## config.mk

```make
export PLATFORM = sky130hd
export DESIGN_NAME = spi_reg_master
export DESIGN_NICKNAME = d
export VERILOG_FILES = /design/src/rtl/spi_reg_pkg.sv /design/src/rtl/spi_tick_gen.sv /design/src/rtl/spi_reg_master.sv
export SDC_FILE = /design/constraint.sdc
export NUM_CORES = 1
export LEC_CHECK = 0
export BUFFER_PORTS_ARGS = -buffer_cell sky130_fd_sc_hd__buf_2
export CORE_MARGIN = 3
export CORE_UTILIZATION = 45
export DETAILED_ROUTE_END_ITERATION = 7
export SYNTH_ARGS = -nofsm -noshare
export SYNTH_HDL_FRONTEND = slang
export SYNTH_SLANG_ARGS = --single-unit
```

## constraint.sdc

```tcl
create_clock -name clk -period 2.6 [get_ports clk]
set_input_delay 0.39 -clock clk [delete_from_list [all_inputs] [get_ports clk]]
set_output_delay 0.39 -clock clk [all_outputs]
set_load 0.01 [all_outputs]
```

## src/rtl/spi_reg_pkg.sv

```systemverilog
// Shared frame constants, register map and FSM encoding for the SPI register-frame initiator.
package spi_reg_pkg;
  localparam int FRAME_BITS = 40;
  localparam int ADDR_BITS  = 7;
  localparam int DATA_BITS  = 24;
  localparam logic FLAG_READ = 1'b1;

  localparam logic [ADDR_BITS-1:0] REG_LED     = 7'd7;
  localparam logic [ADDR_BITS-1:0] REG_SPI_MUX = 7'd8;
  localparam logic [ADDR_BITS-1:0] REG_4094    = 7'd9;

  typedef enum logic [2:0] {ST_IDLE, ST_SETUP, ST_SHIFT, ST_HOLD, ST_GAP} state_e;

  // {flag, addr, 8'h00, data}; read frames carry zero data.
  function automatic logic [FRAME_BITS-1:0] build_frame(input logic                 wr,
                                                        input logic [ADDR_BITS-1:0] addr,
                                                        input logic [DATA_BITS-1:0] data);
    return {(wr ? ~FLAG_READ : FLAG_READ), addr, 8'h00, (wr ? data : {DATA_BITS{1'b0}})};
  endfunction
endpackage

```

## src/rtl/spi_tick_gen.sv

```systemverilog
// Half-period strobe: pulses once every CLK_DIV clocks while enabled, restarts from zero when disabled.
module spi_tick_gen #(
  parameter int CLK_DIV = 4
) (
  input  logic clk,
  input  logic rst_n,
  input  logic en_i,
  output logic tick_o
);
  localparam int CW = (CLK_DIV > 1) ? $clog2(CLK_DIV) : 1;
  localparam logic [CW-1:0] LAST = CW'(CLK_DIV - 1);

  logic [CW-1:0] cnt_q, cnt_d;

  assign tick_o = en_i && (cnt_q == LAST);

  always_comb begin
    cnt_d = cnt_q;
    if (!en_i || tick_o) cnt_d = '0;
    else                 cnt_d = cnt_q + 1'b1;
  end

  always_ff @(posedge clk or negedge rst_n) begin
    if (!rst_n) cnt_q <= '0;
    else        cnt_q <= cnt_d;
  end
endmodule

```

## src/rtl/spi_reg_master.sv

```systemverilog
// SPI initiator for 40-bit register frames: accepts one command, shifts it out MSB first,
// captures the 24-bit read value and pulses rsp_valid_o at CS release.
module spi_reg_master
  import spi_reg_pkg::*;
#(
  parameter int CLK_DIV  = 4,
  parameter int CS_SETUP = 2,
  parameter int CS_HOLD  = 2,
  parameter int CS_GAP   = 4
) (
  input  logic                 clk,
  input  logic                 rst_n,
  input  logic                 cmd_valid_i,
  output logic                 cmd_ready_o,
  input  logic                 cmd_write_i,
  input  logic [ADDR_BITS-1:0] cmd_addr_i,
  input  logic [DATA_BITS-1:0] cmd_wdata_i,
  output logic                 rsp_valid_o,
  output logic [DATA_BITS-1:0] rsp_rdata_o,
  output logic                 busy_o,
  output logic                 spi_cs_o,
  output logic                 spi_clk_o,
  output logic                 spi_mosi_o,
  input  logic                 spi_miso_i
);
  localparam logic [7:0] SETUP_LAST = 8'(CS_SETUP - 1);
  localparam logic [7:0] HOLD_LAST  = 8'(CS_HOLD - 1);
  localparam logic [7:0] GAP_LAST   = 8'(CS_GAP - 1);
  localparam logic [7:0] SHIFT_LAST = 8'(2 * FRAME_BITS - 1);

  state_e                  state_q, state_d;
  logic [7:0]              cnt_q, cnt_d;
  logic [FRAME_BITS-1:0]   sr_q, sr_d;
  logic [DATA_BITS-1:0]    rx_q, rx_d, rdata_q, rdata_d;
  logic                    rd_q, rd_d, ready_q, ready_d, busy_q, busy_d;
  logic                    cs_q, cs_d, sclk_q, sclk_d, mosi_q, mosi_d, rsp_q, rsp_d;
  logic                    tick, do_rise;

  spi_tick_gen #(.CLK_DIV(CLK_DIV)) u_tick (
    .clk    (clk),
    .rst_n  (rst_n),
    .en_i   (state_q != ST_IDLE),
    .tick_o (tick)
  );

  always_comb begin
    state_d = state_q;
    cnt_d   = cnt_q;
    sr_d    = sr_q;
    rx_d    = rx_q;
    rd_d    = rd_q;
    busy_d  = busy_q;
    cs_d    = cs_q;
    sclk_d  = sclk_q;
    mosi_d  = mosi_q;
    rdata_d = rdata_q;
    rsp_d   = 1'b0;
    do_rise = 1'b0;
    case (state_q)
      ST_IDLE: if (cmd_valid_i && ready_q) begin
        sr_d    = build_frame(cmd_write_i, cmd_addr_i, cmd_wdata_i);
        rd_d    = !cmd_write_i;
        cs_d    = 1'b0;
        busy_d  = 1'b1;
        cnt_d   = '0;
        state_d = ST_SETUP;
      end
      // The last setup tick is also the first SCLK rise, so CS-to-rise is exactly CS_SETUP ticks.
      ST_SETUP: if (tick) begin
        if (cnt_q == SETUP_LAST) begin
          do_rise = 1'b1;
          cnt_d   = 8'd1;
          state_d = ST_SHIFT;
        end else cnt_d = cnt_q + 8'd1;
      end
      ST_SHIFT: if (tick) begin
        cnt_d = cnt_q + 8'd1;
        if (cnt_q[0]) begin
          sclk_d = 1'b0;
          if (cnt_q == SHIFT_LAST) begin
            cnt_d   = '0;
            state_d = ST_HOLD;
          end
        end else do_rise = 1'b1;
      end
      ST_HOLD: if (tick) begin
        if (cnt_q == HOLD_LAST) begin
          cnt_d   = '0;
          cs_d    = 1'b1;
          rsp_d   = 1'b1;
          if (rd_q) rdata_d = rx_q;
          state_d = ST_GAP;
        end else cnt_d = cnt_q + 8'd1;
      end
      ST_GAP: if (tick) begin
        if (cnt_q == GAP_LAST) begin
          cnt_d   = '0;
          busy_d  = 1'b0;
          state_d = ST_IDLE;
        end else cnt_d = cnt_q + 8'd1;
      end
      default: state_d = ST_IDLE;
    endcase
    // MISO is sampled on the same clock that raises SCLK; the responder shifted it on the prior fall.
    if (do_rise) begin
      sclk_d = 1'b1;
      mosi_d = sr_q[FRAME_BITS-1];
      sr_d   = {sr_q[FRAME_BITS-2:0], 1'b0};
      rx_d   = {rx_q[DATA_BITS-2:0], spi_miso_i};
    end
    ready_d = (state_d == ST_IDLE);
  end

  always_ff @(posedge clk or negedge rst_n) begin
    if (!rst_n) begin
      state_q <= ST_IDLE;
      cnt_q   <= '0;
      sr_q    <= '0;
      rx_q    <= '0;
      rd_q    <= 1'b0;
      ready_q <= 1'b0;
      busy_q  <= 1'b0;
      cs_q    <= 1'b1;
      sclk_q  <= 1'b0;
      mosi_q  <= 1'b0;
      rsp_q   <= 1'b0;
      rdata_q <= '0;
    end else begin
      state_q <= state_d;
      cnt_q   <= cnt_d;
      sr_q    <= sr_d;
      rx_q    <= rx_d;
      rd_q    <= rd_d;
      ready_q <= ready_d;
      busy_q  <= busy_d;
      cs_q    <= cs_d;
      sclk_q  <= sclk_d;
      mosi_q  <= mosi_d;
      rsp_q   <= rsp_d;
      rdata_q <= rdata_d;
    end
  end

  assign cmd_ready_o = ready_q;
  assign rsp_valid_o = rsp_q;
  assign rsp_rdata_o = rdata_q;
  assign busy_o      = busy_q;
  assign spi_cs_o    = cs_q;
  assign spi_clk_o   = sclk_q;
  assign spi_mosi_o  = mosi_q;
endmodule

```

== Yosys cells after proc, flatten, opt, wreduce, memory -nomap -nowiden ==
Index checks and enable logic that the tools add are counted.

* $add $sub $neg: 2
* Equality and inequality tests: 15
* Multiplexer cells: 46
* Reduce and logical (&&, ||, !) cells: 23

{| class="wikitable"
|+ Operators by type and width
! operator !! number
|-
| 40-bit two-way mux || 3
|-
| 8-bit two-way mux || 10
|-
| 8-bit case mux with 5 select lines || 1
|-
| 3-bit two-way mux || 10
|-
| 24-bit two-way mux || 1
|-
| 1-bit two-way mux || 16
|-
| 3-bit case mux with 5 select lines || 1
|-
| 2-bit nonzero test || 7
|-
| 4-bit AND reduction || 3
|-
| 8-bit by 1-bit adder with 8-bit output (second input constant) || 1
|-
| 8-bit by 1-bit == test with 1-bit output (second input constant) || 1
|-
| 8-bit by 2-bit == test with 1-bit output (second input constant) || 1
|-
| 8-bit by 7-bit == test with 1-bit output (second input constant) || 1
|-
| 2-bit by 1-bit inequality test with 1-bit output (second input constant) || 4
|-
| 3-bit by 2-bit == test with 1-bit output (second input constant) || 2
|-
| 3-bit zero test || 2
|-
| 2-bit inequality test (second input constant) || 3
|-
| 1-bit case mux with 2 select lines || 3
|-
| 6-bit AND reduction || 1
|-
| 5-bit nonzero test || 1
|-
| 2-bit AND reduction || 2
|-
| 3-bit by 1-bit == test with 1-bit output (second input constant) || 1
|-
| 3-bit == test (second input constant) || 1
|-
| 3-bit AND reduction || 1
|-
| 7 further kinds || 9
|}

* Bits in registers: 108
* Bits of input ports: 36
* Output and inout bits: 30
* Logic and storage cells: 99

== Logic depth before layout (Yosys ltp) ==
* Word-level depth: 6
* Depth in mapped cells: 10
* Gate-level depth less buffers: 7

== Cells and area by module ==
A second synthesis with hierarchy kept.

* Cells, all modules: 391
* Area total of the unflattened synthesis: 4,624.4 um^2

{| class="wikitable"
|+ By module, submodules not included
! module !! instances !! cells an instance !! area each (um^2) !! sequential area each (um^2)
|-
| spi_reg_master || 1 || 385 || 4,533.1 || 2,653.8
|-
| spi_tick_gen || 1 || 6 || 91.3 || 50.0
|}

== Worst setup path before layout ==
No wires, ideal clock.

* Path type: register to register
* Start point: register cnt_q[0]
* End point: register cnt_q[6]
* Library setup time: 0.121 ns
* Arrival: 1.873 ns
* Required time: 2.479 ns
* Path slack: 0.606 ns
* Cell stages (with the launch flop): 8
* Buffers on the path: 1
* Period minus slack after synthesis: 1.994 ns
* Cell sequence: dfrtp_1 ha_1 clkbuf_1 and3_1 nand4_1 a221oi_2 nor2_1 a22o_1

* Longest elaborated chain between the ends: 5
* Elaborated cells between the ends (all ways): 14
* Those cells by class: add/sub (1); eq/ne (3); mux (10)

{| class="wikitable"
|+ Ends and longest elaborated chain
! element !! line !! RTL
|-
| start: declaration || spi_reg_master.sv:32 || <nowiki>logic [7:0] cnt_q, cnt_d;</nowiki>
|-
| start signal: assignment || spi_reg_master.sv:130 || <nowiki>cnt_q <= cnt_d;</nowiki>
|-
| 8-bit by 1-bit adder with 8-bit output / 8-bit by 7-bit == test with 1-bit output (equally long branches) || - ||
|-
| 8-bit two-way mux || spi_reg_master.sv:80 || <nowiki>if (cnt_q == SHIFT_LAST) begin</nowiki>
|-
| 8-bit two-way mux || spi_reg_master.sv:78 || <nowiki>if (cnt_q[0]) begin</nowiki>
|-
| 8-bit two-way mux || spi_reg_master.sv:76 || <nowiki>ST_SHIFT: if (tick) begin</nowiki>
|-
| 8-bit case mux with 5 select lines * || spi_reg_master.sv:59 || <nowiki>case (state_q)</nowiki>
|}

Every way passes the cells marked *; elsewhere a longest branch is shown, timed or not. The select of a mux whose other input is x is not followed.
A chain may end at the register's enable or synchronous reset.

== Final worst setup path ==
* Start point: register cnt_q[0]
* End point: register rdata_q[11] (netlist: rsp_rdata_o[11])

* Longest elaborated chain between the ends: 2

{| class="wikitable"
|+ Ends and longest elaborated chain
! element !! line !! RTL
|-
| 8-bit by 1-bit == test with 1-bit output || spi_reg_master.sv:87 || <nowiki>if (cnt_q == HOLD_LAST) begin</nowiki>
|-
| 4-bit AND reduction (no source line) || - ||
|-
| end signal: assignment || spi_reg_master.sv:140 || <nowiki>rdata_q <= rdata_d;</nowiki>
|-
| end: declaration || spi_reg_master.sv:34 || <nowiki>logic [DATA_BITS-1:0] rx_q, rx_d, rdata_q, rdata_d;</nowiki>
|}

Every way passes these cells.

==> reports/results.ini <==
[power_and_ir_drop]
power.share.switching_pct = 24.5
p_per_area_nw_per_um2 = 506
pwr-share-comb_pct = 2.5
power.clock.fraction_pct = 36.8
pwr-share-seq_pct = 60.7
switching_power_mw = 0.677
p_leak_nw = 2.80
max-vdd-ir-drop_mv = 0.264
p_int_mw = 2.09

[sta]
worstMarginPinSlew_ps = 613
clock_skew_ps = 14.8
fin_tns_setup_ps = 0
max_freq_mhz = 442
rsz0062_at_grt = no
maxSlewHeadroom_pct = 59.2
period_share_pct = 87.1
drv_slew = 0
setup_viol = 0
hold_viol = 0
period_needed_ps = 2260

[placement]
hpwl_microns = 6390
placed_area_sq_um = 5260
gp_congestion = 0.907
portBuffers = 65

[layout]
diodes = 0
area_growth_pct = 14.1
nFillCells = 961
fin_nets = 570
drive_gt1_share_pct = 24.3
finalInstanceArea_sq_um = 5470
multi_input_area_sq_um = 1950
seq_area_sq_um = 2700

[cts]
clock_sinks = 108
htreeDepth = 3
cts_resized = 0
clockBufferDepth = 2
holdBufCountCts = 0
worstSkewPairLatency_ps = 380
cts-buffers-inserted = 9
cts_tree = yes
cts-root-buf = clkbuf_8
clk_pin_slew_ps = 110
cts_setup_buffers = 0

[floorplan]
start_util_pct = 46.4
design.core.area_sq_um = 10300
ios = 66
rows = 37
die_area_sq_um = 11900
fp.dieW_microns = 109
die_h_microns = 109

[routing]
totalWireLength_microns = 9450
via_per_inst = 5.23
dr.pass1.iters = 4
num_vias = 3512
postRouteAntennaNets = 0
wl_per_cell_microns = 14.1
remaining_drc_errors = 0
drt_iter0_drc = 179

[logic_synthesis]
synth_ff_type = dfrtp_1
synth_edf_count = 0
ys_seq_area_share_pct = 56.4
synth_area_leader_cell = dfrtp_1
synth_area_sq_um = 4790
async_flop_share_pct = 100
synth_top_area_share_pct = 55.9
synth_nets = 516
yosys_warnings = 0
synth-seq-cells = 108
syn_inst = 477
ys_types = 45
yosys-top-cells-area = dfrtp_1, nand2_1, mux2_4
synth.avg_cell_area_sq_um = 10.0

[critical_path]
crit_path_start_kind = register
cp_max_fo = 24
crit_type = reg -> reg
cp-end-kind = register
crit_required_ps = 2860
cp.arrival_ps = 2530

[global_route]
grt_pass1_wl_microns = 15800
grt_max_degree = 67
track_usage_pct = 16.6
antenna_found_initial = 0
grt-ovfl-total = 0
grt_pass1_vias = 3390

[worst_hold_path]
hp-class = in -> async

[run]
cap_violations = 0

[outcome]
outcome = completed

sequential cells by signal (all words and copies together), names as in the netlist:
signal and count:
sr_q 40, rsp_rdata_o 24, rx_q 24, cnt_q 8
state_q 3, u_tick.cnt_q 2, busy_o 1, cmd_ready_o 1
rd_q 1, rsp_valid_o 1, spi_clk_o 1, spi_cs_o 1
spi_mosi_o 1
critical path: stages (launching register included):
cell,delay (ps)
dfrtp_1,490
ha_1,290
and2_1,220
nand4_4,140
nor3b_4,320
nand2_4,300
mux2_4,380
Yosys cell counts (3+ instances only):
cell type  count
a21oi_1        5
a22o_1         4
a22oi_1        7
a31oi_1       24
and3_1         6
buf_2          8
clkbuf_1      21
dfrtp_1      107
ha_1           3
mux2_2         4
mux2_4        20
nand2_1      132
nand3_1       46
nor2_1        31
nor2b_1        4
nor3_1         7
o21ai_0        9
power groups by stage:
stage,logic (mW),registers [mW],clock network (mW)
2_1_floorplan,0.00569,1.71,0
3_3_place_gp,0.0728,1.71,0
3_5_place_dp,0.0728,1.71,0
4_1_cts,0.0726,1.68,1.06
5_1_grt,0.0801,1.68,1.13
6_report,0.0692,1.68,1.02
stage by stage:
stage	instances	hold slack [ps]	setup WS (ps)	utilization, %	power (mW)
3_3_place_gp	656	428	432	51.0	1.78
3_5_place_dp	656	429	345	51.0	1.78
5_1_grt	672	52.8	181	52.9	2.89
4_1_cts	672	35.4	330	52.9	2.81
6_report	672	20.9	335	52.9	2.77
2_1_floorplan	477	94.4	606	-	1.72
final cells by class:
| cell class | instances | area share, % |
|---|---|---|
| timing repair buffer | 76 | 7.97 |
| clock inverter | 7 | 1.44 |
| inverter | 1 | 0.0687 |
| clock buffer | 9 | 2.27 |
| multi-input combinational | 335 | 35.7 |
| tap | 136 | 3.11 |
| sequential | 108 | 49.5 |
cells in the final DEF, fill, tap and decap left out, types with 2 or more instances in the layout:
cell and n:
a211oi_1 2, a21o_1 2, a21oi_1 5, a22o_1 4
a22oi_1 7, a31o_2 2, a31oi_1 24, and2_1 2
and3_1 6, buf_12 2, buf_2 64, buf_4 10
clkbuf_8 9, clkinv_4 2, dfrtp_1 107, ha_1 3
inv_8 4, mux2_2 4, mux2_4 20, nand2_1 132
nand3_1 45, nor2_1 31, nor2b_1 3, nor3_1 7
nor3_4 2, nor3b_1 2, o21ai_0 9, o221ai_1 2
or3_1 2
path summary, 6_finish.rpt:
path                                       from              end  slack, ps  depth (start not counted)
max in group asynchronous                 rst_n  rsp_rdata_o[11]       1910                          2
worst max-delay path                   cnt_q[0]  rsp_rdata_o[11]        340                          6
worst max register to register         cnt_q[0]  rsp_rdata_o[11]        340                          6
min in group clk                     spi_miso_i          rx_q[0]        190                          3
worst min register to register  u_tick.cnt_q[0]  u_tick.cnt_q[0]        440                          1
worst min-delay path                      rst_n         cnt_q[3]         20                          1
layer usage:
layer | GRT usage, % | part of all wire (%) | vias to the layer above
met3 | 4.80 | 5.8 | 6
met2 | 26.1 | 46 | 78
met5 | 0 | 0 | -
met1 | 22.7 | 48 | 1688
met4 | 4.63 | 0.92 | 0
li1 | - | - | 1740
logic make-up (layout without fill, tap and decap cells):
group	Yosys count	count (layout)	synth area share (%)
fa+ha+maj	3	3	0.784
xor+xnor	2	2	0.366
mux	24	24	7.21
flops	108	108	56.4
compound gates	62	62	8.72
buf+inv	34	93	3.19
simple gates	244	244	23.3
(Power assumes the default switching activity.)
